### config.mk
export PLATFORM = sky130hd
export DESIGN_NAME = seg7_scan_driver
export DESIGN_NICKNAME = d
export VERILOG_FILES = /design/src/rtl/seg7_pkg.sv /design/src/rtl/bcd_to_seg7.sv /design/src/rtl/seg7_scan_driver.sv
export SDC_FILE = /design/constraint.sdc
export NUM_CORES = 1
export LEC_CHECK = 0
export ABC_AREA = 1
export CELL_PAD_IN_SITES_DETAIL_PLACEMENT = 0
export CELL_PAD_IN_SITES_GLOBAL_PLACEMENT = 1
export CORE_ASPECT_RATIO = 2
export CORE_MARGIN = 5
export CORE_UTILIZATION = 35
export DETAILED_ROUTE_END_ITERATION = 8
export PLACE_DENSITY = 0.75
export SYNTH_ARGS = -nofsm -noshare
export SYNTH_HDL_FRONTEND = slang
export SYNTH_SLANG_ARGS = --single-unit
### constraint.sdc
create_clock -name clk -period 2.2 [get_ports clk]
set_clock_uncertainty 0.1 [all_clocks]
set_input_delay 0.55 -clock clk [delete_from_list [all_inputs] [get_ports clk]]
set_output_delay 0.55 -clock clk [all_outputs]
set_load 0.03 [all_outputs]
### src/rtl/seg7_pkg.sv
// seg7_pkg: shared definitions for the 7-segment scan driver.
//   NUM_DIGITS  - number of multiplexed digits
//   slot_t      - digit slot index
//   SEG_*       - segment patterns, bit order {g,f,e,d,c,b,a}, active-high
//   is_zero_digit - helper used by leading-zero suppression
package seg7_pkg;

  localparam int NUM_DIGITS = 4;

  typedef logic [1:0] slot_t;

  localparam logic [6:0] SEG_0    = 7'h3F;
  localparam logic [6:0] SEG_1    = 7'h06;
  localparam logic [6:0] SEG_2    = 7'h5B;
  localparam logic [6:0] SEG_3    = 7'h4F;
  localparam logic [6:0] SEG_4    = 7'h66;
  localparam logic [6:0] SEG_5    = 7'h6D;
  localparam logic [6:0] SEG_6    = 7'h7D;
  localparam logic [6:0] SEG_7    = 7'h07;
  localparam logic [6:0] SEG_8    = 7'h7F;
  localparam logic [6:0] SEG_9    = 7'h6F;
  localparam logic [6:0] SEG_DASH = 7'h40;
  localparam logic [6:0] SEG_OFF  = 7'h00;

  // A digit counts as zero only for the exact value 0; invalid codes are nonzero.
  function automatic logic is_zero_digit(input logic [3:0] d);
    return (d == 4'd0);
  endfunction

endpackage

### src/rtl/bcd_to_seg7.sv
// bcd_to_seg7: combinational BCD to 7-segment decoder.
//   bcd - 4-bit digit value; 10..15 are shown as a dash
//   seg - segment pattern {g,f,e,d,c,b,a}, active-high
module bcd_to_seg7
  import seg7_pkg::*;
(
  input  logic [3:0] bcd,
  output logic [6:0] seg
);

  // Digit lookup; any non-BCD code maps to the dash pattern.
  always_comb begin
    seg = SEG_DASH;
    case (bcd)
      4'd0:    seg = SEG_0;
      4'd1:    seg = SEG_1;
      4'd2:    seg = SEG_2;
      4'd3:    seg = SEG_3;
      4'd4:    seg = SEG_4;
      4'd5:    seg = SEG_5;
      4'd6:    seg = SEG_6;
      4'd7:    seg = SEG_7;
      4'd8:    seg = SEG_8;
      4'd9:    seg = SEG_9;
      default: seg = SEG_DASH;
    endcase
  end

endmodule

### src/rtl/seg7_scan_driver.sv
// seg7_scan_driver: time-multiplexed driver for a 4-digit common-segment
// 7-segment display. All four digits are captured into a shadow register once
// per frame so a frame never mixes old and new values; each digit slot starts
// with a short window where all digit enables are low to suppress ghosting.
//
// Parameters:
//   CLK_DIV      - clk cycles per digit slot (>= 2)
//   BLANK_CYCLES - cycles at slot start with digit_en low (< CLK_DIV)
// Ports:
//   clk         - system clock
//   reset_n     - asynchronous active-low reset
//   units..thousands - BCD digits 0..3 (units is the LSD)
//   digit_en    - one-hot digit select, active-high
//   seg         - segments {g,f,e,d,c,b,a}, active-high
//   frame_start - one-cycle pulse on each shadow load
// Build option:
//   SEG7_LEADING_ZERO_BLANK_EN - blank leading zero digits 3..1
module seg7_scan_driver
  import seg7_pkg::*;
#(
  parameter int CLK_DIV      = 1000,
  parameter int BLANK_CYCLES = 2
) (
  input  logic       clk,
  input  logic       reset_n,
  input  logic [3:0] units,
  input  logic [3:0] tens,
  input  logic [3:0] hundreds,
  input  logic [3:0] thousands,
  output logic [3:0] digit_en,
  output logic [6:0] seg,
  output logic       frame_start
);

  localparam int CNT_W = $clog2(CLK_DIV);
  localparam logic [CNT_W-1:0] DIV_MAX = CNT_W'(CLK_DIV - 1);

  logic [CNT_W-1:0] div_cnt_r;
  slot_t            slot_r;
  logic [15:0]      shadow_r;       // {d3,d2,d1,d0}
  logic [3:0]       digit_en_r;
  logic [6:0]       seg_r;
  logic             frame_start_r;

  logic             tick_s;
  logic             frame_end_s;
  logic [CNT_W-1:0] div_nxt_s;
  slot_t            slot_nxt_s;
  logic [15:0]      shadow_nxt_s;
  logic [3:0]       digit_nxt_s;
  logic [6:0]       seg_dec_s;
  logic             suppress_s;
  logic             blank_win_s;
  logic [3:0]       digit_en_nxt_s;
  logic [6:0]       seg_nxt_s;

  // Next-state of prescaler, slot counter and shadow; outputs are derived from
  // these so the registered outputs line up with the internal state.
  always_comb begin
    tick_s      = (div_cnt_r == DIV_MAX);
    frame_end_s = tick_s && (slot_r == 2'd3);
    if (tick_s) begin
      div_nxt_s  = {CNT_W{1'b0}};
      slot_nxt_s = slot_r + 2'd1;
    end else begin
      div_nxt_s  = div_cnt_r + CNT_W'(1);
      slot_nxt_s = slot_r;
    end
    if (frame_end_s) begin
      shadow_nxt_s = {thousands, hundreds, tens, units};
    end else begin
      shadow_nxt_s = shadow_r;
    end
  end

  // Pick the shadow digit belonging to the upcoming slot.
  always_comb begin
    digit_nxt_s = shadow_nxt_s[3:0];
    case (slot_nxt_s)
      2'd0:    digit_nxt_s = shadow_nxt_s[3:0];
      2'd1:    digit_nxt_s = shadow_nxt_s[7:4];
      2'd2:    digit_nxt_s = shadow_nxt_s[11:8];
      2'd3:    digit_nxt_s = shadow_nxt_s[15:12];
      default: digit_nxt_s = shadow_nxt_s[3:0];
    endcase
  end

  bcd_to_seg7 u_dec (
    .bcd (digit_nxt_s),
    .seg (seg_dec_s)
  );

`ifdef SEG7_LEADING_ZERO_BLANK_EN
  logic z1_s;
  logic z2_s;
  logic z3_s;

  // A digit is suppressed only when it and every more significant digit are zero.
  always_comb begin
    z1_s       = is_zero_digit(shadow_nxt_s[7:4]);
    z2_s       = is_zero_digit(shadow_nxt_s[11:8]);
    z3_s       = is_zero_digit(shadow_nxt_s[15:12]);
    suppress_s = 1'b0;
    case (slot_nxt_s)
      2'd3:    suppress_s = z3_s;
      2'd2:    suppress_s = z3_s & z2_s;
      2'd1:    suppress_s = z3_s & z2_s & z1_s;
      default: suppress_s = 1'b0;
    endcase
  end
`else
  // All digits, including zeros, are always shown.
  always_comb begin
    suppress_s = 1'b0;
  end
`endif

  // Blank window at the start of each slot (absent when BLANK_CYCLES is 0).
  if (BLANK_CYCLES == 0) begin : g_no_blank
    assign blank_win_s = 1'b0;
  end else begin : g_blank
    localparam logic [CNT_W-1:0] BLANK_LIM = CNT_W'(BLANK_CYCLES);
    assign blank_win_s = (div_nxt_s < BLANK_LIM);
  end

  // Output values for the next cycle; seg stays valid through the blank window.
  always_comb begin
    if (blank_win_s) begin
      digit_en_nxt_s = 4'b0000;
    end else begin
      digit_en_nxt_s = 4'b0001 << slot_nxt_s;
    end
    if (suppress_s) begin
      seg_nxt_s = SEG_OFF;
    end else begin
      seg_nxt_s = seg_dec_s;
    end
  end

  // State and output registers.
  always_ff @(posedge clk or negedge reset_n) begin
    if (!reset_n) begin
      div_cnt_r     <= {CNT_W{1'b0}};
      slot_r        <= 2'd0;
      shadow_r      <= 16'h0000;
      digit_en_r    <= 4'b0000;
      seg_r         <= SEG_OFF;
      frame_start_r <= 1'b0;
    end else begin
      div_cnt_r     <= div_nxt_s;
      slot_r        <= slot_nxt_s;
      shadow_r      <= shadow_nxt_s;
      digit_en_r    <= digit_en_nxt_s;
      seg_r         <= seg_nxt_s;
      frame_start_r <= frame_end_s;
    end
  end

  assign digit_en    = digit_en_r;
  assign seg         = seg_r;
  assign frame_start = frame_start_r;

endmodule

==> metrics.md <==
| Metric | Value |
|---|---|
| Gpl congestion | `0.8088` |
| Cell Pwr Density | `456.1 nW/µm²` |
| Syn nets | `290` |
| Slowest Stage Delay on Critical Path | `approximately 410 ps` |
| DR DRC count | `0` |
| Count of cell types in the netlist | `25` |
| FFs w/ async S/R, synth | `1.000` |
| Fin. Hold Viols | `0` |
| DRT antenna net count | `0` |
| Wire per inst | `approximately 13 µm` |
| Synth Area in Simple Gates | `0.3847` |
| Worst-Skew Late Latency | `roughly 280 ps` |
| Iteration count of the initial detailed-routing pass | `4` |
| Setup crit start kind | `register` |
| Post-synthesis mux area share | `0` |
| Setup TNS | `-937.1 ps` |
| Clock Sink Count | `40` |
| Largest family of logic cells by synthesized area | `simple AND/OR/NAND/NOR gates` |
| Max-Cap Viols | `0` |
| Crit share post-route | `1.069` |
| Layout Utilization | `0.5560` |
| Leak | `roughly 1.6 nW` |
| Primary FF master, synth | `dfrtp_1` |
| Initial antenna violation count | `0` |
| Post-Syn Area | `2153 µm²` |
| Endpoint class of the critical path | `register` |
| CTS tree | `built` |
| Max Fanout on Critical Path | `7` |
| FMAX | `425.3 MHz` |
| Die height | `120.9 µm` |
| Die ar. | `just under 8000 µm²` |
| Min-delay worst type | `input pin to asynchronous set/reset pin` |
| First-pass GRT wire length | `9.487 mm` |
| EDFF count, synth | `0` |
| Final Slew Violations | `0` |
| Clk slew on worst S/H paths | `~60 ps` |
| Tot GR Track Use | `0.1577` |
| CP Buf/Inv Count | `2` |
| Routed via count | `1956` |
| Vias in the first global route | `2086` |
| Most frequent cells in the layout | `75 x nand2_1, 49 x buf_4, 40 x dfrtp_1` |
| Chip width | `65.47 µm` |
| Antenna cells | `0` |
| Arr. time, crit path | `around 2400 ps` |
| Min Tclk post-route | `2351 ps` |
| XOR/XNOR Fraction of Synth Area | `0` |
| Int Power | `1.213 mW` |
| Unrepaired setup endpoints after global routing | `yes` |
| Sw Pwr | `0.3102 mW` |
| FF+latch count, synth | `40` |
| Flop pwr share | `0.483` |
| Syn Inst Count | `264` |
| Crit path cell chain | `nand2_1, nor2_4, buf_6, nand4_4, nand2_2, nand2_2, nand2_2, nand3_4, nor2_4, inv_4, ha_4, nand3_2, nand2_1, nand2_1, nand2_1` |
| Most Frequent Cell on Critical Path | `nand2_1` |
| Via-to-Cell Ratio | `4.646` |
| Power share of the clock group | `0.486` |
| CTS root buf | `clkbuf_16` |
| Combinational share of power | `0.031` |
| Largest net degree at the start of global routing | `41` |
| CP max stage cell | `dfrtp_1` |
| Status | `complete, but fails checks` |
| Commonest non-fill, non-tap cell in the layout | `nand2_1` |
| Port-buffer cells | `29` |
| Final WL | `5.599 mm` |
| Starting DRT DRC Count | `55` |
| Critical path class | `register to register` |
| Cell family contributing the most delay on the critical path | `simple AND/OR/NAND/NOR gates` |
| Cell type with the largest total area after synthesis | `dfrtp_1` |
| Adder-Cell Fraction of Synth Area | `0.04648` |
| Synth-to-layout area growth | `55.08%` |
| Area share of the largest cell type after synthesis | `0.4648` |
| DP HPWL | `approximately 4.4 mm` |
| Sw Share | `0.2036` |
| Total CTS buffers | `5` |
| Core box area | `6006 µm²` |
| Row cnt | `40` |
| Final worst slack | `-151.3 ps` |
| Total gr overflow | `0` |
| Seq/Total Area, Yosys | `0.4648` |
| Slew @ Worst Pin | `516.3 ps` |
| Nets | `383` |
| Initial core utilization | `0.3585` |
| Finish-stage setup viols | `11` |
| CP Data Required Time | `2280 ps` |
| Peak VDD IR | `between 0.4 and 0.5 mV` |
| Pre-CTS setup slack | `-198.5 ps` |
| Failing checks | `setup timing` |
| Relative slew slack | `0.6558` |
| # IOs | `30` |
| Top cells by area, synth | `dfrtp_1 46%, nand2_1 16%, inv_1 6.1%, ha_1 4.6%, nor2_4 4.2%` |
| Clk buf depth | `2` |
| Syn. warnings | `0` |
| Mean Syn Cell Area | `8.156 µm²` |
| Layout cells sized above 1 | `0.3911` |
| H-tree Lvls | `2` |
| Post-synthesis compound-gate area fraction | `0.03254` |
power by group through the flow:
stage	Clock [mW]	Combinational, mW	Sequential [mW]
global placement	0	0.0471	0.749
global route	0.795	0.0518	0.735
detailed placement	0	0.0477	0.749
CTS	0.766	0.0484	0.736
finish	0.741	0.0465	0.736
floorplan	0	0.000652	0.749
cell usage after synthesis (3+ instances only):
| cell | instances |
|---|---|
| nor2_4 | 8 |
| nor2_2 | 5 |
| o21ai_0 | 3 |
| nand3_1 | 16 |
| nand4_1 | 7 |
| inv_1 | 35 |
| nand2_2 | 8 |
| nor2_1 | 18 |
| ha_1 | 8 |
| dfrtp_1 | 40 |
| nand2_1 | 89 |
| nor3_1 | 4 |
| inv_2 | 6 |
registers in the layout, indices dropped and copies added (netlist names):
register     cells
seg              7
shadow_r        16
div_cnt_r       10
frame_start      1
digit_en         4
slot_r           2
stage by stage:
stage	cell area (µm²)	std cells	power (mW)	hold WS, ps
final	3339	421	1.523	222.6
after global routing	3339	421	1.582	272.1
after CTS	3264	418	1.550	245.4
after detailed placement	2920	400	0.7969	365.2
after global placement	2920	400	0.7962	353.1
after floorplan	2213	264	0.7500	154.4
final timing paths:
path                               from            to  slack (ps)  depth (start not counted)
max in group asynchronous       reset_n  div_cnt_r[9]        1420                          2
min                             reset_n  div_cnt_r[0]         220                          2
min reg2reg                 shadow_r[9]   shadow_r[9]         380                          2
max                        div_cnt_r[9]        seg[3]        -150                         15
min in group clk            shadow_r[9]   shadow_r[9]         380                          2
max reg2reg                div_cnt_r[9]        seg[3]        -150                         15
cell families (layout without fill, tap and decap cells):
logic type,after synthesis,after routing
compound gates,10,10
fa+ha+maj,8,8
buf+inv,41,135
flops,40,40
simple gates,165,165
worst register-to-register path: cells and delay by family, from the launching register on:
| family | cells | cell delay (ps) |
|---|---|---|
| adder cells (fa/ha/maj) | 1 | 240 |
| buffers and inverters | 2 | 210 |
| flip-flops | 1 | 410 |
| AND/OR/NAND/NOR | 12 | 1300 |
metal layers:
| metal | track usage | vias to the layer above | routed length [µm] |
|---|---|---|---|
| li1 | - | 997 | - |
| met1 | 0.1479 | 923 | 1855 |
| met2 | 0.3124 | 23 | 3464 |
| met3 | 0.02224 | 13 | 87 |
| met4 | 0.08052 | 0 | 191 |
| met5 | 0 | - | 0 |
cell type report:
| cell class | count | area, µm² |
|---|---|---|
| sequential | 40 | 1001 |
| tap | 63 | 78.83 |
| inverter | 41 | 158.9 |
| fill | 571 | 2666 |
| timing repair buffer | 86 | 752.0 |
| clock buffer | 6 | 138.9 |
| clock inverter | 2 | 15.01 |
| multi-input combinational | 183 | 1195 |
timing repair:
action | 4_1_cts | 5_1_grt
gates resized for setup | 32 | 14
pin swaps | 24 | 16
hold buffers | 0 | 0
setup buffers | 10 | 3
gates cloned | 0 | 0
setup endpoints to repair | 7 | 11
No activity file was read; power rests on OpenSTA's default activity.
